===== config.mk =====
export PLATFORM = sky130hd
export DESIGN_NAME = pid_controller_sat
export DESIGN_NICKNAME = d
export VERILOG_FILES = /design/src/rtl/pid_controller_sat.sv
export SDC_FILE = /design/constraint.sdc
export NUM_CORES = 2
export LEC_CHECK = 0
export ABC_CLOCK_PERIOD_IN_PS = 19000
export CAP_MARGIN = 40
export CORE_AREA = 2 2 380 476
export CTS_CLUSTER_DIAMETER = 120
export DETAILED_ROUTE_END_ITERATION = 10
export DIE_AREA = 0 0 382 478
export GPL_TIMING_DRIVEN = 0
export PLACE_DENSITY = 0.39
export SYNTH_ARGS = -nofsm -noshare
export SYNTH_HDL_FRONTEND = slang
export SYNTH_SLANG_ARGS = --single-unit

===== constraint.sdc =====
create_clock -name clk -period 19 [get_ports clk]
set_clock_uncertainty 0.2 [all_clocks]
set_input_delay 5.7 -clock clk [delete_from_list [all_inputs] [get_ports clk]]
set_output_delay 5.7 -clock clk [all_outputs]
set_load 0.02 [all_outputs]

===== src/rtl/pid_controller_sat.sv =====
// pid_controller_sat
// Three-stage pipelined PID controller. It has a saturating integrator,
// anti-windup and a clamped output.
//   stage 1 : error e = setpoint - process_variable, and capture of the
//             gains and bounds that travel with the sample
//   stage 2 : derivative d = e - prev_e, and the integrator update with
//             range saturation and anti-windup hold
//   stage 3 : kp*e + ki*integ + kd*d, floor shift by FRAC, then the clamp
// Ports
//   clk, reset                    single clock, synchronous active-high reset
//   in_valid                      the sample on the inputs is valid
//   setpoint, process_variable    signed DW-bit sample
//   kp, ki, kd                    signed GW-bit gains with FRAC fractional bits
//   out_min, out_max              signed DW-bit output clamp bounds
//   clear_int                     zero the integrator and the previous error
//   out_valid                     one-cycle pulse when control_output updates
//   control_output                clamped PID result
//   saturated                     the last output was clamped
//   int_clamped                   the last integrator update was held or clamped
module pid_controller_sat #(
    parameter int DW   = 16,
    parameter int GW   = 16,
    parameter int FRAC = 12,
    parameter int IW   = 24
) (
    input  logic                 clk,
    input  logic                 reset,
    input  logic                 in_valid,
    input  logic signed [DW-1:0] setpoint,
    input  logic signed [DW-1:0] process_variable,
    input  logic signed [GW-1:0] kp,
    input  logic signed [GW-1:0] ki,
    input  logic signed [GW-1:0] kd,
    input  logic signed [DW-1:0] out_min,
    input  logic signed [DW-1:0] out_max,
    input  logic                 clear_int,
    output logic                 out_valid,
    output logic signed [DW-1:0] control_output,
    output logic                 saturated,
    output logic                 int_clamped
);

    localparam int EW  = DW + 1;          // error width
    localparam int DFW = DW + 2;          // derivative width
    localparam int SW  = IW + GW + 2;     // full-precision sum width

    localparam logic signed [IW-1:0] INTEG_MAX = {1'b0, {(IW-1){1'b1}}};
    localparam logic signed [IW-1:0] INTEG_MIN = {1'b1, {(IW-1){1'b0}}};

    // stage 1 registers
    logic                 s1_valid;
    logic signed [EW-1:0] s1_e;
    logic signed [GW-1:0] s1_kp, s1_ki, s1_kd;
    logic signed [DW-1:0] s1_min, s1_max;

    // stage 2 registers and controller state
    logic                  s2_valid;
    logic signed [EW-1:0]  s2_e;
    logic signed [DFW-1:0] s2_d;
    logic signed [GW-1:0]  s2_kp, s2_ki, s2_kd;
    logic signed [DW-1:0]  s2_min, s2_max;
    logic signed [IW-1:0]  integ;
    logic signed [EW-1:0]  prev_e;

    // saturation direction of the most recent output, used for anti-windup
    logic sat_hi, sat_lo;

    // ---------------- stage 1 ----------------
    logic signed [EW-1:0] e_in;
    assign e_in = $signed({setpoint[DW-1], setpoint})
                - $signed({process_variable[DW-1], process_variable});

    // ---------------- stage 2 ----------------
    logic signed [EW-1:0]  prev_base;
    logic signed [IW-1:0]  integ_base;
    logic signed [DFW-1:0] d_next;
    logic signed [IW:0]    integ_sum;
    logic                  integ_ovf;
    logic                  integ_hold;
    logic signed [IW-1:0]  integ_next;

    always_comb begin
        // A clear that coincides with an update wins: the sample sees zero state.
        prev_base  = clear_int ? '0 : prev_e;
        integ_base = clear_int ? '0 : integ;
        d_next     = $signed({s1_e[EW-1], s1_e}) - $signed({prev_base[EW-1], prev_base});
        integ_sum  = $signed({integ_base[IW-1], integ_base})
                   + $signed({{(IW+1-EW){s1_e[EW-1]}}, s1_e});
        integ_ovf  = integ_sum[IW] != integ_sum[IW-1];
        // Do not push the integrator further in the direction the output is pinned.
        integ_hold = (sat_hi && !s1_e[EW-1] && (s1_e != '0)) || (sat_lo && s1_e[EW-1]);
        integ_next = integ_sum[IW-1:0];
        if (integ_hold)
            integ_next = integ_base;
        else if (integ_ovf)
            integ_next = integ_sum[IW] ? INTEG_MIN : INTEG_MAX;
    end

    // ---------------- stage 3 ----------------
    // The integ register holds the value written by the sample now in stage 2.
    // The next stage-2 write cannot take effect before this sample is registered.
    logic signed [SW-1:0] kp_x, ki_x, kd_x, e_x, i_x, d_x, min_x, max_x;
    logic signed [SW-1:0] sum, shifted;
    logic signed [DW-1:0] res_out;
    logic                 res_hi, res_lo;

    assign kp_x  = $signed({{(SW-GW){s2_kp[GW-1]}}, s2_kp});
    assign ki_x  = $signed({{(SW-GW){s2_ki[GW-1]}}, s2_ki});
    assign kd_x  = $signed({{(SW-GW){s2_kd[GW-1]}}, s2_kd});
    assign e_x   = $signed({{(SW-EW){s2_e[EW-1]}}, s2_e});
    assign i_x   = $signed({{(SW-IW){integ[IW-1]}}, integ});
    assign d_x   = $signed({{(SW-DFW){s2_d[DFW-1]}}, s2_d});
    assign min_x = $signed({{(SW-DW){s2_min[DW-1]}}, s2_min});
    assign max_x = $signed({{(SW-DW){s2_max[DW-1]}}, s2_max});

    assign sum     = kp_x * e_x + ki_x * i_x + kd_x * d_x;
    assign shifted = sum >>> FRAC;   // arithmetic shift floors toward -inf

    always_comb begin
        res_out = shifted[DW-1:0];
        res_hi  = 1'b0;
        res_lo  = 1'b0;
        if (min_x > max_x) begin
            // Inverted bounds: out_min wins, and the direction is taken relative to it.
            res_out = s2_min;
            res_hi  = shifted > min_x;
            res_lo  = shifted < min_x;
        end else if (shifted > max_x) begin
            res_out = s2_max;
            res_hi  = 1'b1;
        end else if (shifted < min_x) begin
            res_out = s2_min;
            res_lo  = 1'b1;
        end
    end

    // ---------------- control registers ----------------
    always_ff @(posedge clk) begin
        if (reset) begin
            s1_valid       <= 1'b0;
            s2_valid       <= 1'b0;
            out_valid      <= 1'b0;
            integ          <= '0;
            prev_e         <= '0;
            sat_hi         <= 1'b0;
            sat_lo         <= 1'b0;
            control_output <= '0;
            saturated      <= 1'b0;
            int_clamped    <= 1'b0;
        end else begin
            s1_valid  <= in_valid;
            s2_valid  <= s1_valid;
            out_valid <= s2_valid;
            if (s1_valid) begin
                integ       <= integ_next;
                prev_e      <= s1_e;
                int_clamped <= integ_hold | integ_ovf;
            end else if (clear_int) begin
                integ  <= '0;
                prev_e <= '0;
            end
            if (s2_valid) begin
                control_output <= res_out;
                saturated      <= res_hi | res_lo;
                sat_hi         <= res_hi;
                sat_lo         <= res_lo;
            end
        end
    end

    // ---------------- datapath registers (qualified by valid) ----------------
    always_ff @(posedge clk) begin
        if (in_valid) begin
            s1_e   <= e_in;
            s1_kp  <= kp;
            s1_ki  <= ki;
            s1_kd  <= kd;
            s1_min <= out_min;
            s1_max <= out_max;
        end
        if (s1_valid) begin
            s2_e   <= s1_e;
            s2_d   <= d_next;
            s2_kp  <= s1_kp;
            s2_ki  <= s1_ki;
            s2_kd  <= s1_kd;
            s2_min <= s1_min;
            s2_max <= s1_max;
        end
    end

endmodule


==> impl_metrics.prom <==
# TYPE chip_impl_metric gauge
chip_impl_info{name="run_status",value="finished clean"} 1
chip_impl_metric{name="nNetsFinal",unit=""} 6743
chip_impl_metric{name="dieHeight",unit="um"} 478
chip_impl_metric{name="post_route_cells_drive_above_1_share",unit="%"} 2.43
chip_impl_metric{name="cp_data_arrival_time",unit="ns"} 13.01
chip_impl_info{name="dominant_combinational_cell_family_by_area_after_synthesis",value="adder cells"} 1
chip_impl_metric{name="clkSlewWorstSetupHoldPaths",unit="ns"} 0.06
chip_impl_metric{name="gp_routability_congestion",unit=""} 0.857
chip_impl_info{name="cp-end-kind",value="register"} 1
chip_impl_metric{name="ys.warnings.count",unit=""} 0
chip_impl_metric{name="drv_slew",unit=""} 0
chip_impl_metric{name="synth_cells",unit=""} 4966
chip_impl_metric{name="design.core.area",unit="mm2"} 0.179
chip_impl_metric{name="maximum_number_of_pins_on_one_net_before_global_route_repair",unit=""} 68
chip_impl_metric{name="clock_sink_total",unit=""} 276
chip_impl_info{name="highest-signal-layer",value="met4"} 1
chip_impl_metric{name="setup-tns-final",unit="ns"} 0
chip_impl_metric{name="mappedNetlistNets",unit=""} 6551
chip_impl_metric{name="cts_hold_buf",unit=""} 0
chip_impl_metric{name="ys_seq_elements",unit=""} 276
chip_impl_metric{name="yosysTopAreaCellShare",unit="%"} 45.3
chip_impl_metric{name="cts_resized",unit=""} 0
chip_impl_metric{name="detail_route.wirelength.met1",unit="mm"} 65.2
chip_impl_metric{name="slew-limit-headroom",unit="%"} 41.2
chip_impl_info{name="slowest_cp_cell",value="edfxtp_1"} 1
chip_impl_metric{name="die_w",unit="um"} 382
chip_impl_metric{name="met3WireLength",unit="mm"} 4.33
chip_impl_metric{name="dp_hpwl",unit="mm"} 142
chip_impl_info{name="cpMostUsedCell",value="fa_1"} 1
chip_impl_metric{name="async_flop_share",unit="%"} 0
chip_impl_metric{name="htreeDepth",unit=""} 2
chip_impl_metric{name="detail_route.vias_per_cell",unit=""} 4.39
chip_impl_metric{name="clk-insertion-delay-late",unit="ns"} 0.66
chip_impl_metric{name="final_antenna_net_count",unit=""} 0
chip_impl_metric{name="postSynthAreaPerCell",unit="um2"} 9.99
chip_impl_metric{name="slew_at_the_pin_closest_to_its_max_slew_limit",unit="ns"} 0.882
chip_impl_metric{name="drt-wirelength-per-cell",unit="um"} 21.5
chip_impl_metric{name="synth_seq_area_share",unit="%"} 15.4
chip_impl_metric{name="ios",unit=""} 135
chip_impl_metric{name="antenna_found_initial",unit=""} 13
chip_impl_metric{name="number_of_global_route_vias_before_repair",unit=""} 37700
chip_impl_metric{name="vias",unit=""} 33300
chip_impl_info{name="final_common_cell",value="inv_1"} 1
chip_impl_metric{name="edff_count_synth",unit=""} 212
chip_impl_info{name="dominantRegCellSynth",value="edfxtp_1"} 1
chip_impl_metric{name="row_count",unit=""} 174
chip_impl_info{name="critical_path_class",value="register to register"} 1
chip_impl_metric{name="final.fill_count",unit=""} 18900
chip_impl_info{name="synth_top_area_cell",value="fa_1"} 1
chip_impl_metric{name="yosys.area_share.xor_xnor",unit="%"} 1.27
chip_impl_metric{name="preCtsSetupSlack",unit="ns"} 6.14
chip_impl_metric{name="min_period_over_period",unit="%"} 66.7
chip_impl_metric{name="post_detailed_route_drc_marker_count",unit=""} 0
chip_impl_metric{name="timing_hold_violations_final",unit=""} 0
chip_impl_metric{name="max-clock-path-buffers",unit=""} 3
chip_impl_metric{name="dr.pass1.iters",unit=""} 5
chip_impl_metric{name="synthMuxAreaShare",unit="%"} 0.166
chip_impl_metric{name="number_of_buffers_added_on_ports",unit=""} 134
chip_impl_info{name="tritoncts",value="yes"} 1
chip_impl_metric{name="reg2reg_slack",unit="ns"} 6.33
chip_impl_metric{name="cts_post_setup_buffers_inserted",unit=""} 0
chip_impl_info{name="yosys-top-cells-area",value="fa_1 45%, edfxtp_1 13%, inv_1 10%, ha_1 8.7%, nand2_1 4.6%"} 1
chip_impl_metric{name="initial_standard_cell_utilization_of_the_core",unit="%"} 27.8
chip_impl_info{name="cp-start-kind",value="register"} 1
chip_impl_info{name="rsz0062_at_grt",value="no"} 1
chip_impl_metric{name="path_max_fanout",unit=""} 10
chip_impl_metric{name="grt_util_overall",unit="%"} 18.4
chip_impl_metric{name="die_area",unit="mm2"} 0.183
chip_impl_metric{name="timing.critical_path.required",unit="ns"} 19.34
chip_impl_info{name="final_cell_mix",value="1341 x inv_1, 1124 x fa_1, 608 x nand2_1"} 1
chip_impl_metric{name="grt-ovfl-total",unit=""} 0
chip_impl_metric{name="setup_viol",unit=""} 0
chip_impl_metric{name="wl_met2",unit="mm"} 89.1
chip_impl_metric{name="synth_simple_gate_area_share",unit="%"} 12.9
chip_impl_metric{name="synth_compound_area_share",unit="%"} 4.76
chip_impl_metric{name="grt_first_pass_wirelength",unit="mm"} 246
chip_impl_metric{name="tritoncts.num_buffers",unit=""} 40
chip_impl_metric{name="totalWireLength",unit="mm"} 163
chip_impl_metric{name="yosys.area_share.adder",unit="%"} 54.0
chip_impl_metric{name="clock.fmax",unit="GHz"} 0.0789
chip_impl_metric{name="critical_path.max_stage_delay",unit="ns"} 0.63
chip_impl_metric{name="post-route-min-period",unit="ns"} 12.67
chip_impl_metric{name="drt_iter0_drc",unit=""} 1441
chip_impl_metric{name="max_cap_violations",unit=""} 0
chip_impl_metric{name="yosys.cell_types.count",unit=""} 87
chip_impl_info{name="clock-root-buffer",value="clkbuf_16"} 1
chip_impl_metric{name="netlist_area",unit="mm2"} 0.0496
chip_impl_metric{name="setup_ws",unit="ns"} 6.33
chip_impl_info{name="worstHoldPathType",value="register to register"} 1
chip_impl_metric{name="area_growth_syn_to_layout",unit="%"} 12.0
==> sequential cells by signal (all words and copies together), names as in the netlist, 17 cells and up <==
register	flops
prev_e	17
s1_e	17
s2_d	18
s2_e	17
integ	24
==> path summary, 6_finish.rpt <==
| check | from | end | cells after the start |
|---|---|---|---|
| worst max register to register | s2_d[17] | control_output[5] | 40 |
| worst min-delay path | s1_kp[14] | s2_kp[14] | 0 |
| worst max-delay path | s2_d[17] | control_output[5] | 40 |
| worst min register to register | s1_kp[14] | s2_kp[14] | 0 |
==> metal layers <==
| metal | vias up | GRT usage [%] |
|---|---|---|
| li1 | 15100 | - |
| met1 | 17600 | 22.0 |
| met2 | 492 | 35.1 |
| met3 | 127 | 1.62 |
| met4 | 0 | 4.34 |
| met5 | - | 0 |
==> logic make-up after synthesis <==
family	Yosys count
AOI/OAI and AO/OA	326
xor gates and xnor gates	72
adders and majority gates	1469
buffers and inverters	1503
DFF	276
muxes	7
and+or+nand+nor	1313
==> critical path, delay by kind of cell (launching register included) <==
kind | cells | cell delay, ns
AO/OA/AOI/OAI | 12 | 2.28
adder cells (fa/ha/maj) | 11 | 5.24
AND/OR/NAND/NOR | 7 | 2.06
buffers and inverters | 8 | 1.55
flip-flops | 1 | 0.63
multiplexers | 1 | 0.40
XOR/XNOR | 1 | 0.17
==> synth_stat cells, types with 34 or more instances <==
master,instances
inv_1,1341
fa_1,1124
nand2_1,608
and2_1,363
ha_1,345
edfxtp_1,212
clkbuf_1,152
nor2_1,112
nand2b_1,81
a21oi_1,71
dfxtp_1,64
xnor2_1,57
o21ai_0,45
a21o_1,34
nor2b_1,34
==> layout make-up <==
type | instances | area (um2) | area share (%)
flip-flops and latches | 276 | 7650 | 13.8
well taps | 2376 | 2970 | 5.35
inverters | 1342 | 5040 | 9.06
repair buffers | 150 | 1580 | 2.84
clock buffers | 44 | 1030 | 1.85
diodes | 12 | 30.0 | 0.0540
plain buffers | 161 | 634 | 1.14
multi-input cells | 3187 | 36300 | 65.3
clock inverters | 29 | 360 | 0.648
==> per-stage QoR <==
| stage | cells | hold WS, ns | area (um2) | utilization (%) |
|---|---|---|---|---|
| after floorplan | 4966 | 0.200 | 49600 | - |
| after global placement | 7476 | 0.202 | 53900 | 30.2 |
| after detailed placement | 7492 | 0.205 | 54200 | 30.3 |
| after CTS | 7565 | 0.175 | 55600 | 31.1 |
| after global routing | 7565 | 0.196 | 55600 | 31.1 |
| final | 7577 | 0.199 | 55600 | 31.1 |
Power is left out: the tool's default activity adds up to more than one toggle a clock period on the data nets, which glitch-free logic cannot reach.
